**config.mk**
```make
export PLATFORM = sky130hd
export DESIGN_NAME = param_serializer
export DESIGN_NICKNAME = d
export VERILOG_FILES = /design/src/rtl/serializer_pkg.sv /design/src/rtl/ser_index_counter.sv /design/src/rtl/param_serializer.sv
export SDC_FILE = /design/constraint.sdc
export NUM_CORES = 1
export LEC_CHECK = 0
export ABC_CLOCK_PERIOD_IN_PS = 15200
export CAP_MARGIN = 5
export CORE_UTILIZATION = 55
export DETAILED_ROUTE_END_ITERATION = 7
export GPL_ROUTABILITY_DRIVEN = 0
export GPL_TIMING_DRIVEN = 0
export PLACE_DENSITY_LB_ADDON = 0.15
export SLEW_MARGIN = 25
export SYNTH_ARGS = -nofsm -noshare
export SYNTH_HDL_FRONTEND = slang
export SYNTH_SLANG_ARGS = --single-unit
export TNS_END_PERCENT = 10
```
**constraint.sdc**
```tcl
create_clock -name CLK -period 15.2 [get_ports CLK]
set_input_delay 3.8 -clock CLK [delete_from_list [all_inputs] [get_ports CLK]]
set_output_delay 3.8 -clock CLK [all_outputs]
set_load 0.01 [all_outputs]
```
**src/rtl/serializer_pkg.sv**
```systemverilog
// Shared types and elaboration helpers for the parallel-to-serial converter.
package serializer_pkg;

   typedef enum logic {
      ST_IDLE  = 1'b0,
      ST_SHIFT = 1'b1
   } ser_state_t;

   // Counter width for a range of 'value' entries, never narrower than one bit.
   function automatic int clog2_min1(input int value);
      int r;
      r = $clog2(value);
      return (r < 1) ? 1 : r;
   endfunction

   // A frame needs at least two bits per word and two words to be meaningful.
   function automatic bit params_legal(input int word_w, input int num_words);
      return (word_w >= 2) && (num_words >= 2);
   endfunction

endpackage

```
**src/rtl/ser_index_counter.sv**
```systemverilog
// Wrap counter: counts 0..MAX with enable and synchronous clear; wrap pulses
// combinationally in the enabled cycle that returns the count to zero.
module ser_index_counter #(
   parameter int WIDTH = 3,
   parameter int MAX   = 7
) (
   input  logic             CLK,
   input  logic             RESET,
   input  logic             clear,
   input  logic             enable,
   output logic [WIDTH-1:0] count,
   output logic             wrap
);

   localparam logic [WIDTH-1:0] LAST = WIDTH'(MAX);

   assign wrap = enable && !clear && (count == LAST);

   // Count register; clear wins over enable so an abort or fresh load restarts at 0.
   always_ff @(posedge CLK or posedge RESET) begin
      if (RESET) begin
         count <= '0;
      end else if (clear) begin
         count <= '0;
      end else if (enable) begin
         if (count == LAST) begin
            count <= '0;
         end else begin
            count <= count + 1'b1;
         end
      end
   end

endmodule

```
**src/rtl/param_serializer.sv**
```systemverilog
// Parallel-to-serial converter: snapshots a NUM_WORDS x WORD_W frame on a
// valid/ready load, then shifts it out one bit per clock with HOLD/ABORT.
//
//   state    | meaning
//   ---------+-------------------------------------------------------------
//   ST_IDLE  | LOAD_READY high, waiting for LOAD_VALID to snapshot PAR_IN
//   ST_SHIFT | one buffer bit per unstalled clock until the frame ends
module param_serializer
   import serializer_pkg::*;
#(
   parameter int WORD_W    = 32,
   parameter int NUM_WORDS = 8,
   parameter bit MSB_FIRST = 1'b0
) (
   input  logic                                 CLK,
   input  logic                                 RESET,
   input  logic                                 LOAD_VALID,
   output logic                                 LOAD_READY,
   input  logic [NUM_WORDS*WORD_W-1:0]          PAR_IN,
   input  logic                                 HOLD,
   input  logic                                 ABORT,
   output logic                                 SERIAL_OUT,
   output logic                                 SERIAL_VALID,
   output logic                                 WORD_DONE,
   output logic                                 FRAME_DONE,
   output logic [clog2_min1(WORD_W)-1:0]        BIT_COUNT,
   output logic [clog2_min1(NUM_WORDS)-1:0]     WORD_COUNT
);

   localparam int BW = clog2_min1(WORD_W);
   localparam int WW = clog2_min1(NUM_WORDS);
   localparam logic [BW-1:0] BIT_MAX = BW'(WORD_W - 1);

   if (!params_legal(WORD_W, NUM_WORDS)) begin : g_bad_params
      $error("param_serializer: WORD_W and NUM_WORDS must both be >= 2");
   end

   ser_state_t        state_q;
   ser_state_t        state_d;
   logic              load_fire;
   logic              shift_en;
   logic              cnt_clear;
   logic              bit_wrap;
   logic              word_wrap;
   logic [WORD_W-1:0] buf_q [NUM_WORDS];
   logic [WORD_W-1:0] cur_word;
   logic [BW-1:0]     bit_sel;
   logic              next_bit;

   assign LOAD_READY = (state_q == ST_IDLE);
   assign load_fire  = (state_q == ST_IDLE) && LOAD_VALID && !ABORT;
   assign shift_en   = (state_q == ST_SHIFT) && !HOLD && !ABORT;
   assign cnt_clear  = ABORT || load_fire;

   ser_index_counter #(
      .WIDTH (BW),
      .MAX   (WORD_W - 1)
   ) u_bit_cnt (
      .CLK    (CLK),
      .RESET  (RESET),
      .clear  (cnt_clear),
      .enable (shift_en),
      .count  (BIT_COUNT),
      .wrap   (bit_wrap)
   );

   // Word counter only advances on the bit counter's wrap, so its own wrap marks the frame end.
   ser_index_counter #(
      .WIDTH (WW),
      .MAX   (NUM_WORDS - 1)
   ) u_word_cnt (
      .CLK    (CLK),
      .RESET  (RESET),
      .clear  (cnt_clear),
      .enable (bit_wrap),
      .count  (WORD_COUNT),
      .wrap   (word_wrap)
   );

   // State register.
   always_ff @(posedge CLK or posedge RESET) begin
      if (RESET) begin
         state_q <= ST_IDLE;
      end else begin
         state_q <= state_d;
      end
   end

   // Next state: abort beats everything, the frame ends on the word counter's wrap.
   always_comb begin
      state_d = state_q;
      case (state_q)
         ST_IDLE: begin
            if (load_fire) begin
               state_d = ST_SHIFT;
            end
         end
         ST_SHIFT: begin
            if (ABORT || word_wrap) begin
               state_d = ST_IDLE;
            end
         end
         default: state_d = ST_IDLE;
      endcase
   end

   // Shadow buffer: snapshot the whole frame on accept so PAR_IN may change freely afterwards.
   always_ff @(posedge CLK or posedge RESET) begin
      if (RESET) begin
         for (int i = 0; i < NUM_WORDS; i++) begin
            buf_q[i] <= '0;
         end
      end else if (load_fire) begin
         for (int i = 0; i < NUM_WORDS; i++) begin
            buf_q[i] <= PAR_IN[i*WORD_W +: WORD_W];
         end
      end
   end

   // Output mux: pick the current word, then the bit in transmission order.
   always_comb begin
      cur_word = buf_q[WORD_COUNT];
      bit_sel  = BIT_COUNT;
      if (MSB_FIRST) begin
         bit_sel = BIT_MAX - BIT_COUNT;
      end
      next_bit = cur_word[bit_sel];
   end

   // Registered serial outputs and done pulses; SERIAL_OUT holds its value through a stall.
   always_ff @(posedge CLK or posedge RESET) begin
      if (RESET) begin
         SERIAL_OUT   <= 1'b0;
         SERIAL_VALID <= 1'b0;
         WORD_DONE    <= 1'b0;
         FRAME_DONE   <= 1'b0;
      end else if (ABORT) begin
         SERIAL_OUT   <= 1'b0;
         SERIAL_VALID <= 1'b0;
         WORD_DONE    <= 1'b0;
         FRAME_DONE   <= 1'b0;
      end else if (shift_en) begin
         SERIAL_OUT   <= next_bit;
         SERIAL_VALID <= 1'b1;
         WORD_DONE    <= bit_wrap;
         FRAME_DONE   <= word_wrap;
      end else begin
         SERIAL_VALID <= 1'b0;
         WORD_DONE    <= 1'b0;
         FRAME_DONE   <= 1'b0;
      end
   end

endmodule

```
==> summary.md <==
The post-detailed-route DRC marker count came out at 0. The tools report the combinational cell fraction of total power as 0.180. Across the routed clock network, the largest skew measured is 0.0250 ns. The top cell types in the final layout, fill and taps aside, are clkdlybuf4s50_1 (273), dfrtp_1 (269), mux2_2 (192).

The origin of the critical flop-to-flop path is u_word_cnt.count[2]. The hold violation total from the final report was 0. In this run the cell area measured after placement is 0.0154 mm2. The library cell used most frequently in the layout, excluding fill and tap cells, is clkdlybuf4s50_1.

The top-area cell type share of the netlist area came out at 0.549. The tools report the relative contribution of the clock network to total power as 0.345. The count of fill cells added during filler insertion is 1437, and the number of cells in the finished layout apart from fillers is 1362. The run gives 0 as the final number of max-transition violations.

The synthesized area per cell works out to 16.3 um2. The worst hold slack after final layout was 0.482 ns. Setup repair after global routing left no endpoint under its margin. The logs give 6.56 ns for the arrival time of data at the critical path endpoint and 1019 for the synthesized netlist net count. The portion of the post-synthesis area used by sequential elements was 0.549; the residual overflow from global routing was 0. For the fmax, the log shows 163 MHz.

The starting density of the core was 0.562; the cell-internal power was 0.00149 W. Routed length per instance: 25.1 um. The share of cells above drive strength 1 was 0.302. The path class of the tightest hold or removal check is register to register. The detailed router finished its first iteration with 385 violations. STA classifies the critical path startpoint as an input pin.

In this run the worst setup path begins at ABORT. Once placement completed, the tool counted placed cells totaling 1310. The number of hold buffers added after CTS was 0. In this run, CTS created clock tree buffers numbering 29.

The fraction of synthesis flops using an asynchronous set or reset pin works out to 1.00. Among all flip-flop cells after synthesis, the most frequent one is dfrtp_1. Number of top-level pins: 274. The run gives 269 as the number of sinks driven by the clock tree.

The standard cell core area was 0.0218 mm2; the number of global-route vias before repair was 8686. The flow ran to the end, and the final reports show no timing, DRC or antenna violations. The biggest area contributor in the post-synthesis netlist is dfrtp_1.

The run gives 754 as the number of instances in the synthesized netlist. The tree is rooted in a clkbuf_16. The number of buffers added on ports was 273.

Before antenna repair, the detailed router went through 5 iterations. At the later pin of the worst-skew pair, clock insertion delay measures 0.56 ns. The first global-routing pass estimated 51.3 mm of wire. The flip-flop and latch count after synthesis was 269; the area of the mapped netlist was 0.0123 mm2. Clock period minus final worst setup slack: 6.13 ns. VDD sags by at most 0.104 mV.

For the pin with the worst max-slew slack, the measured transition is 0.956 ns. In this run the worst path has a maximum fanout of 10. In this run the power spent charging and discharging nets is 0.000489 W. The height of the die is 151 um. For this run, the number of Yosys warnings is 0. Data on the critical path is required at its endpoint by 15.63 ns. The run gives 0.363 as the normalized max-slew margin. The critical path class was input pin to register. The pin count of the biggest net entering global routing is 100, and the register clock-pin slew on the reported worst setup and hold paths is 0.06 ns.

The sequential share of power was 0.474; the placed wire-length estimate after detailed placement was 24.5 mm. The post-route clock period utilization is 0.403, and the power per unit of standard cell area is 121 mW/mm2. The total setup violations reported at the end of the flow came out at 0. The number of antenna diodes in the final layout is 0.

The run gives 0 as the number of max-capacitance violations reported. The logs give 0.750 for the final core utilization and 6.56 nW for the leakage power of the design. The worst hold path begins at buf_q[203]. TritonCTS built the clock tree. Ranked by total cell area, the synthesized netlist is headed by dfrtp_1 (55%), mux2_2 (18%), mux4_2 (11%), mux2_1 (6.6%), mux4_1 (2.4%).

The number of placement rows came out at 54. The switching share of power works out to 0.247. The total number of H-tree levels was 1; the via total after detailed routing was 8030. In the final design database the tool counted 1326 nets. The floorplan step defined a die boundary enclosing 0.0229 mm2. The layout-stage area growth over the synthesis result is 33.4%, and the maximum buffer depth of the clock tree is 3. The setup TNS after final layout was 0 ns; the die width was 151 um. For the number of antenna violations at the first check in global routing, the log shows 1. STA classifies the critical path endpoint as a register. The run gives 48 as the number of library cell types mapped by synthesis.

For flop-to-flop paths, the worst setup slack is 12.19 ns. Number of nets with antenna violations after detailed routing: 0. Yosys mapped a number of flops with a built-in enable equal to 0. Summing all non-filler instances in the final layout gives an area of 0.0164 mm2.

The average vias per placed instance is 5.90, and the number of gates given a new drive strength after cts is 0. The post-CTS setup buffer count was 0. Overall track demand over capacity in global routing: 0.309.

Summed over all layers, the routed wires come to 34.2 mm.
## critical path, cell delays in order
cell	delay [ns]
clkdlybuf4s50_1	0.53
inv_2	0.13
and3_1	0.15
clkbuf_1	0.17
buf_1	0.71
clkbuf_1	0.67
mux2_1	0.40
## synthesized netlist by cell type (all sizes together) (3+ instances only)
library cell	instances
dfrtp	269
mux2	264
mux4	71
buf	36
nand2	18
clkbuf	16
nor2	11
inv	8
o21ai	6
ha	4
mux2i	4
a21oi	3
a22oi	3
and3	3
nand3	3
o31ai	3
## final timing paths
path | to | cells past startpoint
worst max-delay path | buf_q[74] | 7
worst min-delay path | buf_q[203] | 1
worst max register to register | SERIAL_OUT | 8
worst min register to register | buf_q[203] | 1
max in group asynchronous | buf_q[198] | 4
min in group asynchronous | buf_q[10] | 2
## stage by stage
stage                     total power [W]  setup WS, ns
after detailed placement          0.00131          8.56
after floorplan                   0.00115          3.99
after global routing              0.00206          8.91
final                             0.00198          9.07
after global placement            0.00129         0.545
after CTS                         0.00199          9.07
## layer usage
layer  GRT usage  part of all wire  vias to the layer above
li1            -                 -                     3447
met1       0.413              0.41                     4195
met2       0.510              0.49                      311
met3      0.0651             0.075                       75
met4      0.0950             0.030                        2
met5           0           0.00032                        -
## layout make-up
type,instances,area (um2),area share
clock buffers,42,865,0.0528
multi-input cells,424,5190,0.317
repair buffers,276,2820,0.172
flip-flops and latches,269,6730,0.411
inverters,9,41.3,0.00252
plain buffers,52,304,0.0186
clock inverters,10,62.6,0.00382
well taps,280,350,0.0214
## cells by family after synthesis
kind of cell | Yosys count | synth area share
DFF | 269 | 0.549
adders and majority gates | 4 | 0.00408
AOI/OAI and AO/OA | 32 | 0.0206
and+or+nand+nor | 47 | 0.0181
buffers and inverters | 61 | 0.0275
xor gates and xnor gates | 2 | 0.00143
muxes | 339 | 0.379
## state kept, by name, summed over array words and instances, names as in the netlist
signal / cells
buf_q: 256
u_bit_cnt.count: 5
u_word_cnt.count: 3
FRAME_DONE: 1
SERIAL_OUT: 1
SERIAL_VALID: 1
WORD_DONE: 1
state_q: 1
## power by group through the flow
stage	registers [W]	clock network (W)	logic (W)
3_3_place_gp	0.000944	0	0.000343
5_1_grt	0.000959	0.000720	0.000384
6_report	0.000941	0.000685	0.000358
3_5_place_dp	0.000950	0	0.000357
4_1_cts	0.000940	0.000691	0.000361
2_1_floorplan	0.000923	0	0.000231
No activity file was read; power rests on OpenSTA's default activity.
